--- config.mk ---
export PLATFORM = sky130hd
export DESIGN_NAME = alu_spi_responder_flat
export DESIGN_NICKNAME = d
export VERILOG_FILES = /design/src/rtl/alu_spi_responder_pkg.sv /design/src/rtl/alu_spi_responder_spi.sv /design/src/rtl/alu_spi_responder_alu_core.sv /design/src/rtl/alu_spi_responder.sv /design/src/flat_wrapper.sv
export SDC_FILE = /design/constraint.sdc
export NUM_CORES = 1
export LEC_CHECK = 0
export CORE_MARGIN = 3
export CORE_UTILIZATION = 59
export CTS_BUF_LIST = sky130_fd_sc_hd__clkbuf_4 sky130_fd_sc_hd__clkbuf_8
export DETAILED_ROUTE_END_ITERATION = 7
export PLACE_DENSITY = 0.79
export SLEW_MARGIN = 20
export SYNTH_ARGS = -nofsm -noshare
export SYNTH_HDL_FRONTEND = slang
export SYNTH_SLANG_ARGS = --single-unit
--- constraint.sdc ---
create_clock -name i_clock -period 3.02 [get_ports i_clock]
set_clock_uncertainty 0.1 [all_clocks]
set_input_delay 0.302 -clock i_clock [delete_from_list [all_inputs] [get_ports i_clock]]
set_output_delay 0.302 -clock i_clock [all_outputs]
set_load 0.02 [all_outputs]
--- src/rtl/alu_spi_responder_pkg.sv ---
// Isa package: shared ALU instruction-set definitions for the SPI responder.
//   REGISTER_SIZE   - operand/result width in bits
//   AluOperation    - opcode encoding (MUL only honoured when the multiplier is built)
//   AluPacket       - serial packet layout {B, A, op}, op in the least significant bits
//   ALU_PACKET_BITS - total packet length in bits
package Isa;

    localparam int REGISTER_SIZE = 8;

    typedef enum logic [2:0] {
        ADD = 3'd0,
        SUB = 3'd1,
        AND = 3'd2,
        OR  = 3'd3,
        XOR = 3'd4,
        SLL = 3'd5,
        SRL = 3'd6,
        MUL = 3'd7
    } AluOperation;

    typedef struct packed {
        logic [REGISTER_SIZE-1:0] b;
        logic [REGISTER_SIZE-1:0] a;
        AluOperation              op;
    } AluPacket;

    localparam int ALU_PACKET_BITS = $bits(AluPacket);

endpackage

--- src/rtl/alu_spi_responder_spi.sv ---
// Spi interface: simple serial link between a master and the ALU responder.
//   sclk - serial clock (unused by the responder, which runs on the system clock)
//   nss  - active-low slave select
//   mosi - master-to-slave data
//   miso - slave-to-master data
interface Spi;
    logic sclk;
    logic nss;
    logic mosi;
    logic miso;

    modport SlaveSpi  (input sclk, input nss, input mosi, output miso);
    modport MasterSpi (output sclk, output nss, output mosi, input miso);
endinterface

--- src/rtl/alu_spi_responder_alu_core.sv ---
// alu_core: purely combinational opcode evaluation for the SPI responder.
//   op     - opcode (Isa::AluOperation encoding)
//   a, b   - operands
//   result - f(op, a, b) truncated to REGISTER_SIZE bits; 0 for undefined opcodes
// Optional feature macro: ALU_SPI_RESPONDER_MUL_EN builds the MUL opcode;
// without it MUL is treated as undefined and no multiplier exists.
module alu_core
    import Isa::*;
#(
    parameter int REGISTER_SIZE = Isa::REGISTER_SIZE,
    parameter int OP_BITS       = $bits(Isa::AluOperation)
) (
    input  logic [OP_BITS-1:0]       op,
    input  logic [REGISTER_SIZE-1:0] a,
    input  logic [REGISTER_SIZE-1:0] b,
    output logic [REGISTER_SIZE-1:0] result
);

    localparam int SHAMT_W = $clog2(REGISTER_SIZE);

    // Shifts only use the low bits of B, so a shift never clears the whole word.
    logic [SHAMT_W-1:0] shamt_s;
    assign shamt_s = b[SHAMT_W-1:0];

    // Opcode decode; results are naturally modulo 2^REGISTER_SIZE by the result width.
    always_comb begin
        result = '0;
        case (op)
            OP_BITS'(ADD): result = a + b;
            OP_BITS'(SUB): result = a - b;
            OP_BITS'(AND): result = a & b;
            OP_BITS'(OR):  result = a | b;
            OP_BITS'(XOR): result = a ^ b;
            OP_BITS'(SLL): result = a << shamt_s;
            OP_BITS'(SRL): result = a >> shamt_s;
`ifdef ALU_SPI_RESPONDER_MUL_EN
            OP_BITS'(MUL): result = a * b;
`else
            OP_BITS'(MUL): result = '0;
`endif
            default:       result = '0;
        endcase
    end

endmodule

--- src/rtl/alu_spi_responder.sv ---
// alu_spi_responder: receives an ALU packet serially over SPI (one bit per
// system clock), evaluates it, and serialises the result back on miso.
//   i_clock - system clock, rising edge
//   i_reset - synchronous active-high reset, highest priority
//   spi     - Spi.SlaveSpi: nss (active-low select), mosi in, miso out, sclk ignored
//   o_busy  - high whenever the responder is not IDLE
// Protocol: in IDLE a cycle with nss=0, mosi=1 is the start marker; the next
// PACKET_BITS cycles carry {B, A, op} LSB first. After one EXECUTE cycle,
// miso shows a single 1 (response start) followed by the result LSB first.
// miso is registered, so the first result bit appears three cycles after the
// edge that samples the last operand bit. nss=1 while busy aborts to IDLE.
// Optional feature macro: ALU_SPI_RESPONDER_MUL_EN (enables MUL in alu_core).
module alu_spi_responder
    import Isa::*;
#(
    parameter int REGISTER_SIZE = Isa::REGISTER_SIZE,
    parameter int OP_BITS       = $bits(Isa::AluOperation)
) (
    input  logic i_clock,
    input  logic i_reset,
    Spi.SlaveSpi spi,
    output logic o_busy
);

    localparam int PACKET_BITS = OP_BITS + 2 * REGISTER_SIZE;
    localparam int CNT_W       = $clog2(PACKET_BITS);
    localparam int RES_IDX_W   = $clog2(REGISTER_SIZE);

    localparam logic [CNT_W-1:0] PKT_LAST = CNT_W'(PACKET_BITS - 1);
    localparam logic [CNT_W-1:0] RES_LAST = CNT_W'(REGISTER_SIZE - 1);
    localparam logic [CNT_W-1:0] CNT_ONE  = CNT_W'(1);

    localparam logic [4:0] ST_IDLE          = 5'b00001;
    localparam logic [4:0] ST_RECEIVING     = 5'b00010;
    localparam logic [4:0] ST_EXECUTE       = 5'b00100;
    localparam logic [4:0] ST_RESPOND_START = 5'b01000;
    localparam logic [4:0] ST_RESPONDING    = 5'b10000;

    logic [4:0]               state_r,  state_s;
    logic [CNT_W-1:0]         cnt_r,    cnt_s;
    logic [PACKET_BITS-1:0]   packet_r, packet_s;
    logic [REGISTER_SIZE-1:0] result_r, result_s;
    logic                     miso_r,   miso_s;
    logic [REGISTER_SIZE-1:0] alu_result_s;

    alu_core #(
        .REGISTER_SIZE (REGISTER_SIZE),
        .OP_BITS       (OP_BITS)
    ) u_alu_core (
        .op     (packet_r[OP_BITS-1:0]),
        .a      (packet_r[OP_BITS +: REGISTER_SIZE]),
        .b      (packet_r[OP_BITS+REGISTER_SIZE +: REGISTER_SIZE]),
        .result (alu_result_s)
    );

    // Next-state and next-datapath logic; miso_s is the value shown during the next cycle.
    always_comb begin
        state_s  = state_r;
        cnt_s    = cnt_r;
        packet_s = packet_r;
        result_s = result_r;
        miso_s   = 1'b0;
        case (state_r)
            ST_IDLE: begin
                if (!spi.nss && spi.mosi) begin
                    state_s = ST_RECEIVING;
                    cnt_s   = '0;
                end else begin
                    state_s = ST_IDLE;
                end
            end
            ST_RECEIVING: begin
                if (spi.nss) begin
                    // Abort: drop the partial packet so nothing stale survives.
                    state_s  = ST_IDLE;
                    cnt_s    = '0;
                    packet_s = '0;
                end else begin
                    packet_s[cnt_r] = spi.mosi;
                    // Counter holds at its terminal value instead of wrapping.
                    if (cnt_r == PKT_LAST) begin
                        state_s = ST_EXECUTE;
                    end else begin
                        cnt_s = cnt_r + CNT_ONE;
                    end
                end
            end
            ST_EXECUTE: begin
                if (spi.nss) begin
                    state_s = ST_IDLE;
                    cnt_s   = '0;
                end else begin
                    result_s = alu_result_s;
                    state_s  = ST_RESPOND_START;
                end
            end
            ST_RESPOND_START: begin
                if (spi.nss) begin
                    state_s = ST_IDLE;
                    cnt_s   = '0;
                end else begin
                    miso_s  = 1'b1;
                    state_s = ST_RESPONDING;
                    cnt_s   = '0;
                end
            end
            ST_RESPONDING: begin
                if (spi.nss) begin
                    state_s = ST_IDLE;
                    cnt_s   = '0;
                end else begin
                    miso_s = result_r[cnt_r[RES_IDX_W-1:0]];
                    if (cnt_r == RES_LAST) begin
                        state_s = ST_IDLE;
                    end else begin
                        cnt_s = cnt_r + CNT_ONE;
                    end
                end
            end
            default: begin
                // Any non-one-hot value is treated as corruption and recovered to IDLE.
                state_s = ST_IDLE;
                cnt_s   = '0;
            end
        endcase
    end

    // State and datapath registers; reset overrides every transition.
    always_ff @(posedge i_clock) begin
        if (i_reset) begin
            state_r  <= ST_IDLE;
            cnt_r    <= '0;
            packet_r <= '0;
            result_r <= '0;
            miso_r   <= 1'b0;
        end else begin
            state_r  <= state_s;
            cnt_r    <= cnt_s;
            packet_r <= packet_s;
            result_r <= result_s;
            miso_r   <= miso_s;
        end
    end

    assign spi.miso = miso_r;
    assign o_busy   = (state_r != ST_IDLE);

endmodule
--- src/flat_wrapper.sv ---
// flat-port wrapper written by rule: the top's interface ports become plain ports
module alu_spi_responder_flat import Isa::*;
#(
    parameter int REGISTER_SIZE = Isa::REGISTER_SIZE,
    parameter int OP_BITS       = $bits(Isa::AluOperation)
)
  (i_clock, i_reset, o_busy, spi_sclk, spi_nss, spi_mosi, spi_miso);
  Spi spi_i ();
  input  logic i_clock;
  input  logic i_reset;
  output logic o_busy;
  input wire logic [$bits(spi_i.sclk)-1:0] spi_sclk;
  input wire logic [$bits(spi_i.nss)-1:0] spi_nss;
  input wire logic [$bits(spi_i.mosi)-1:0] spi_mosi;
  output wire logic [$bits(spi_i.miso)-1:0] spi_miso;
  assign spi_i.sclk = spi_sclk;
  assign spi_i.nss = spi_nss;
  assign spi_i.mosi = spi_mosi;
  assign spi_miso = spi_i.miso;
  alu_spi_responder #(.REGISTER_SIZE(REGISTER_SIZE), .OP_BITS(OP_BITS)) u_core (.i_clock(i_clock), .i_reset(i_reset), .spi(spi_i), .o_busy(o_busy));
endmodule
==> results of run 1 <==
-- worst min-delay path, cell delays in order (launching register included) --
cell and delay (ns):
sky130_fd_sc_hd__dfxtp_1 0.31, sky130_fd_sc_hd__nor2_1 0.10, sky130_fd_sc_hd__a311oi_1 0.05
-- layer usage --
layer	GRT usage, %	vias to the layer above	routed length [µm]
li1	-	1553	-
met1	41.04	1544	4107
met2	46.72	140	4231
met3	5.987	14	668
met4	8.615	0	133
met5	0	-	0
-- where the power goes --
part	total (mW)	leakage, nW	switching [mW]	internal, mW
sequential	0.504	0.306	0.00212	0.502
clock	0.536	0.0714	0.184	0.353
combinational	0.0500	0.888	0.0308	0.0192
-- final timing paths --
| path | from | endpoint | slack (ns) | cells after the start |
|---|---|---|---|---|
| setup / recovery | u_core.packet_r[11] | u_core.result_r[7] | 0.28 | 10 |
| hold / removal | u_core.result_r[5] | u_core.result_r[5] | 0.40 | 2 |
| setup reg to reg | u_core.packet_r[11] | u_core.result_r[7] | 0.28 | 10 |
| hold reg to reg | u_core.result_r[5] | u_core.result_r[5] | 0.40 | 2 |
-- cell usage in the layout, fill, tap and decap left out, drive strengths merged, types with 6 or more instances in the layout --
cell type  instances
a21oi             54
dfxtp             38
nand2             36
o21ai             30
ha                29
inv               27
nor2              24
buf               17
nor3              14
nand3             11
xnor2             10
a22oi              8
mux4               8
nor4               7
a31oi              6
mux2               6
nand2b             6
clkbuf             6
-- sequential cells by signal, indices dropped and copies added, names as in the netlist --
name	cells
u_core.cnt_r	5
u_core.packet_r	19
u_core.result_r	8
u_core.spi.miso	1
u_core.state_r	5
-- metrics by stage --
stage | setup WS (ns) | cells | hold slack (ns) | instance area (µm²)
2_1_floorplan | 0.1379 | 423 | 0.3672 | 3336
3_3_place_gp | 0.2903 | 487 | 0.3871 | 3477
3_5_place_dp | 0.1736 | 487 | 0.3973 | 3477
4_1_cts | 0.1566 | 495 | 0.4070 | 3620
5_1_grt | 0.09955 | 495 | 0.4145 | 3630
6_report | 0.2829 | 495 | 0.4047 | 3630
-- area by class of cell --
| type | count | area [µm²] |
|---|---|---|
| fill | 419 | 1640 |
| inverter | 27 | 101.3 |
| clock inverter | 2 | 60.06 |
| clock buffer | 6 | 82.58 |
| multi-input combinational | 330 | 2360 |
| sequential | 38 | 760.7 |
| timing repair buffer | 22 | 177.7 |
| tap | 70 | 87.58 |
-- kinds of logic after synthesis --
| logic type | share of synthesized area (%) |
|---|---|
| compound gates | 24.87 |
| xor+xnor | 3.151 |
| fa+ha+maj | 11.48 |
| buf+inv | 6.752 |
| flops | 22.81 |
| mux | 8.627 |
| simple gates | 22.32 |
-- what timing repair did --
item	in CTS	in global routing
setup buffers	0	0
gates resized for setup	0	2
setup endpoints to repair	0	1
==> impl_metrics.tcl, run 1 <==
set metrics [dict create \
    totalNegativeSetupSlack_ns 0 \
    max_clock_freq_mhz 365.4 \
    antenna_cells_inserted 0 \
    root_buffer_cell "sky130_fd_sc_hd__clkbuf_8" \
    die_x_um 81.19 \
    track_usage_pct 29.68 \
    ys_ff_latch 38 \
    synth_top_area_share_pct 22.81 \
    detail_route.wl_per_cell_um 18.47 \
    timing_hold_violations_final 0 \
    cellLeakagePower_nw 1.266 \
    crit_path_cell_trace "inv_1 > ha_1 > a31oi_1 > xnor2_1 > ha_1 > and3_1 > a21oi_1 > a31oi_1 > xnor2_1 > a2111oi_1" \
    vdd.ir_drop.worst_v 0.0002609 \
    critPathRequiredTime_ns 3.09 \
    cpLargestDelayFamily "compound AO/OA/AOI/OAI gates" \
    endpoint_kind_of_the_worst_setup_timing_path "flop" \
    async_reset_ff_share_pct 0 \
    initial_standard_cell_utilization_of_the_core_pct 63.30 \
    clock_path_buffers 2 \
    synth-edff-count 0 \
    maxCapViolCount 0 \
    synth.net_count 458 \
    critPathMaxFanout 5 \
    synth_cell_type_count 64 \
    worst-path-buf-inv 1 \
    ys_warn_count 0 \
    clk_latency_ns 0.29 \
    avgViaCountPerCell 6.568 \
    yosys-top-cells-area "sky130_fd_sc_hd__dfxtp_1, sky130_fd_sc_hd__ha_1, sky130_fd_sc_hd__a21oi_1" \
    worstSetupPathType "flop to flop" \
    tightestPinTransition_ns 0.8207 \
    synth.most_common_cell "sky130_fd_sc_hd__a21oi_1" \
    first_global_vias 2988 \
    post_synth.cell_area_avg_um2 7.886 \
    numPortBuffers 5 \
    dpl.hpwl_um 6794 \
    htree_levels 2 \
    largest_net_degree_at_the_start_of_global_routing 28 \
    detailedRoute.firstIterationViolations 239 \
    final_net_count 459 \
    cts_hold_repair.buffers 0 \
    areaGrowthSynthToFinish_pct 8.815 \
    setup_viol_count_final 0 \
    post_synth_inst_count 423 \
    timing.critical_path.slowest_stage_cell "sky130_fd_sc_hd__dfxtp_1" \
    totalWireLength_um 9141 \
    mappedNetlistArea_mm2 0.003336 \
    dominantRegCellSynth "sky130_fd_sc_hd__dfxtp_1" \
    post-route-util_pct 68.87 \
    powerDensity_mw_per_mm2 300.4 \
    area_of_the_placeable_core_mm2 0.005270 \
    cp-start-kind "flop" \
    drt-pass1-iter-count 5 \
    placement_rows 26 \
    cts_inserted_buffers 5 \
    cts_tree "yes" \
    synth.top_cells.by_count "sky130_fd_sc_hd__a21oi_1, sky130_fd_sc_hd__dfxtp_1, sky130_fd_sc_hd__nand2_1" \
    drc 0 \
    crit_arrival_ns 2.81 \
    routed-via-count 3251 \
    synth_largest_area_cell "sky130_fd_sc_hd__dfxtp_1" \
    slew-limit-headroom_pct 44.87 \
    p_total_mw 1.090 \
    timing_max_transition_violations_final 0 \
    cp_slowest_stage_delay_ns 0.39 \
    grt-ovfl-total 0 \
    period_needed_ns 2.737 \
    run_status "finished, final reports clean" \
    final_antenna_net_count 0 \
    cts.sinks 38 \
    design.portCount 7 \
    yosysSeqAreaShare_pct 22.81 \
    die_span_in_y_um 81.19 \
    wire_length_of_the_first_global_routing_pass_um 15110 \
    setup_repair_after_global_routing_missed_its_margin "false" \
    antenna_found_initial 0 \
    die_area_mm2 0.006592 \
    fin_crit_sh_pct 90.63 \
    cts.clk_slew.worst_paths_ns 0.07 \
    drive_above_1_share_pct 12.94 \
    gpl.final_weighted_congestion 0.9642 \
    hp-class "flop to flop" \
]
Note: power is estimated with default switching activity, not from simulation.
==> inputs of run 2 (changes only) <==
--- a/config.mk
+++ b/config.mk
@@ -10,6 +10,7 @@
 export CTS_BUF_LIST = sky130_fd_sc_hd__clkbuf_4 sky130_fd_sc_hd__clkbuf_8
 export DETAILED_ROUTE_END_ITERATION = 7
 export PLACE_DENSITY = 0.79
+export SETUP_SLACK_MARGIN = 0.02
 export SLEW_MARGIN = 20
 export SYNTH_ARGS = -nofsm -noshare
 export SYNTH_HDL_FRONTEND = slang
==> results of run 2 <==
Final layout, timing and power as in run 1 (identical DEF).
==> inputs of run 3 (changes only) <==
--- a/config.mk
+++ b/config.mk
@@ -10,7 +10,6 @@
 export CTS_BUF_LIST = sky130_fd_sc_hd__clkbuf_4 sky130_fd_sc_hd__clkbuf_8
 export DETAILED_ROUTE_END_ITERATION = 7
 export PLACE_DENSITY = 0.79
-export SETUP_SLACK_MARGIN = 0.02
 export SLEW_MARGIN = 20
 export SYNTH_ARGS = -nofsm -noshare
 export SYNTH_HDL_FRONTEND = slang
==> results of run 3 <==
Final layout, timing and power as in run 1 (identical DEF).
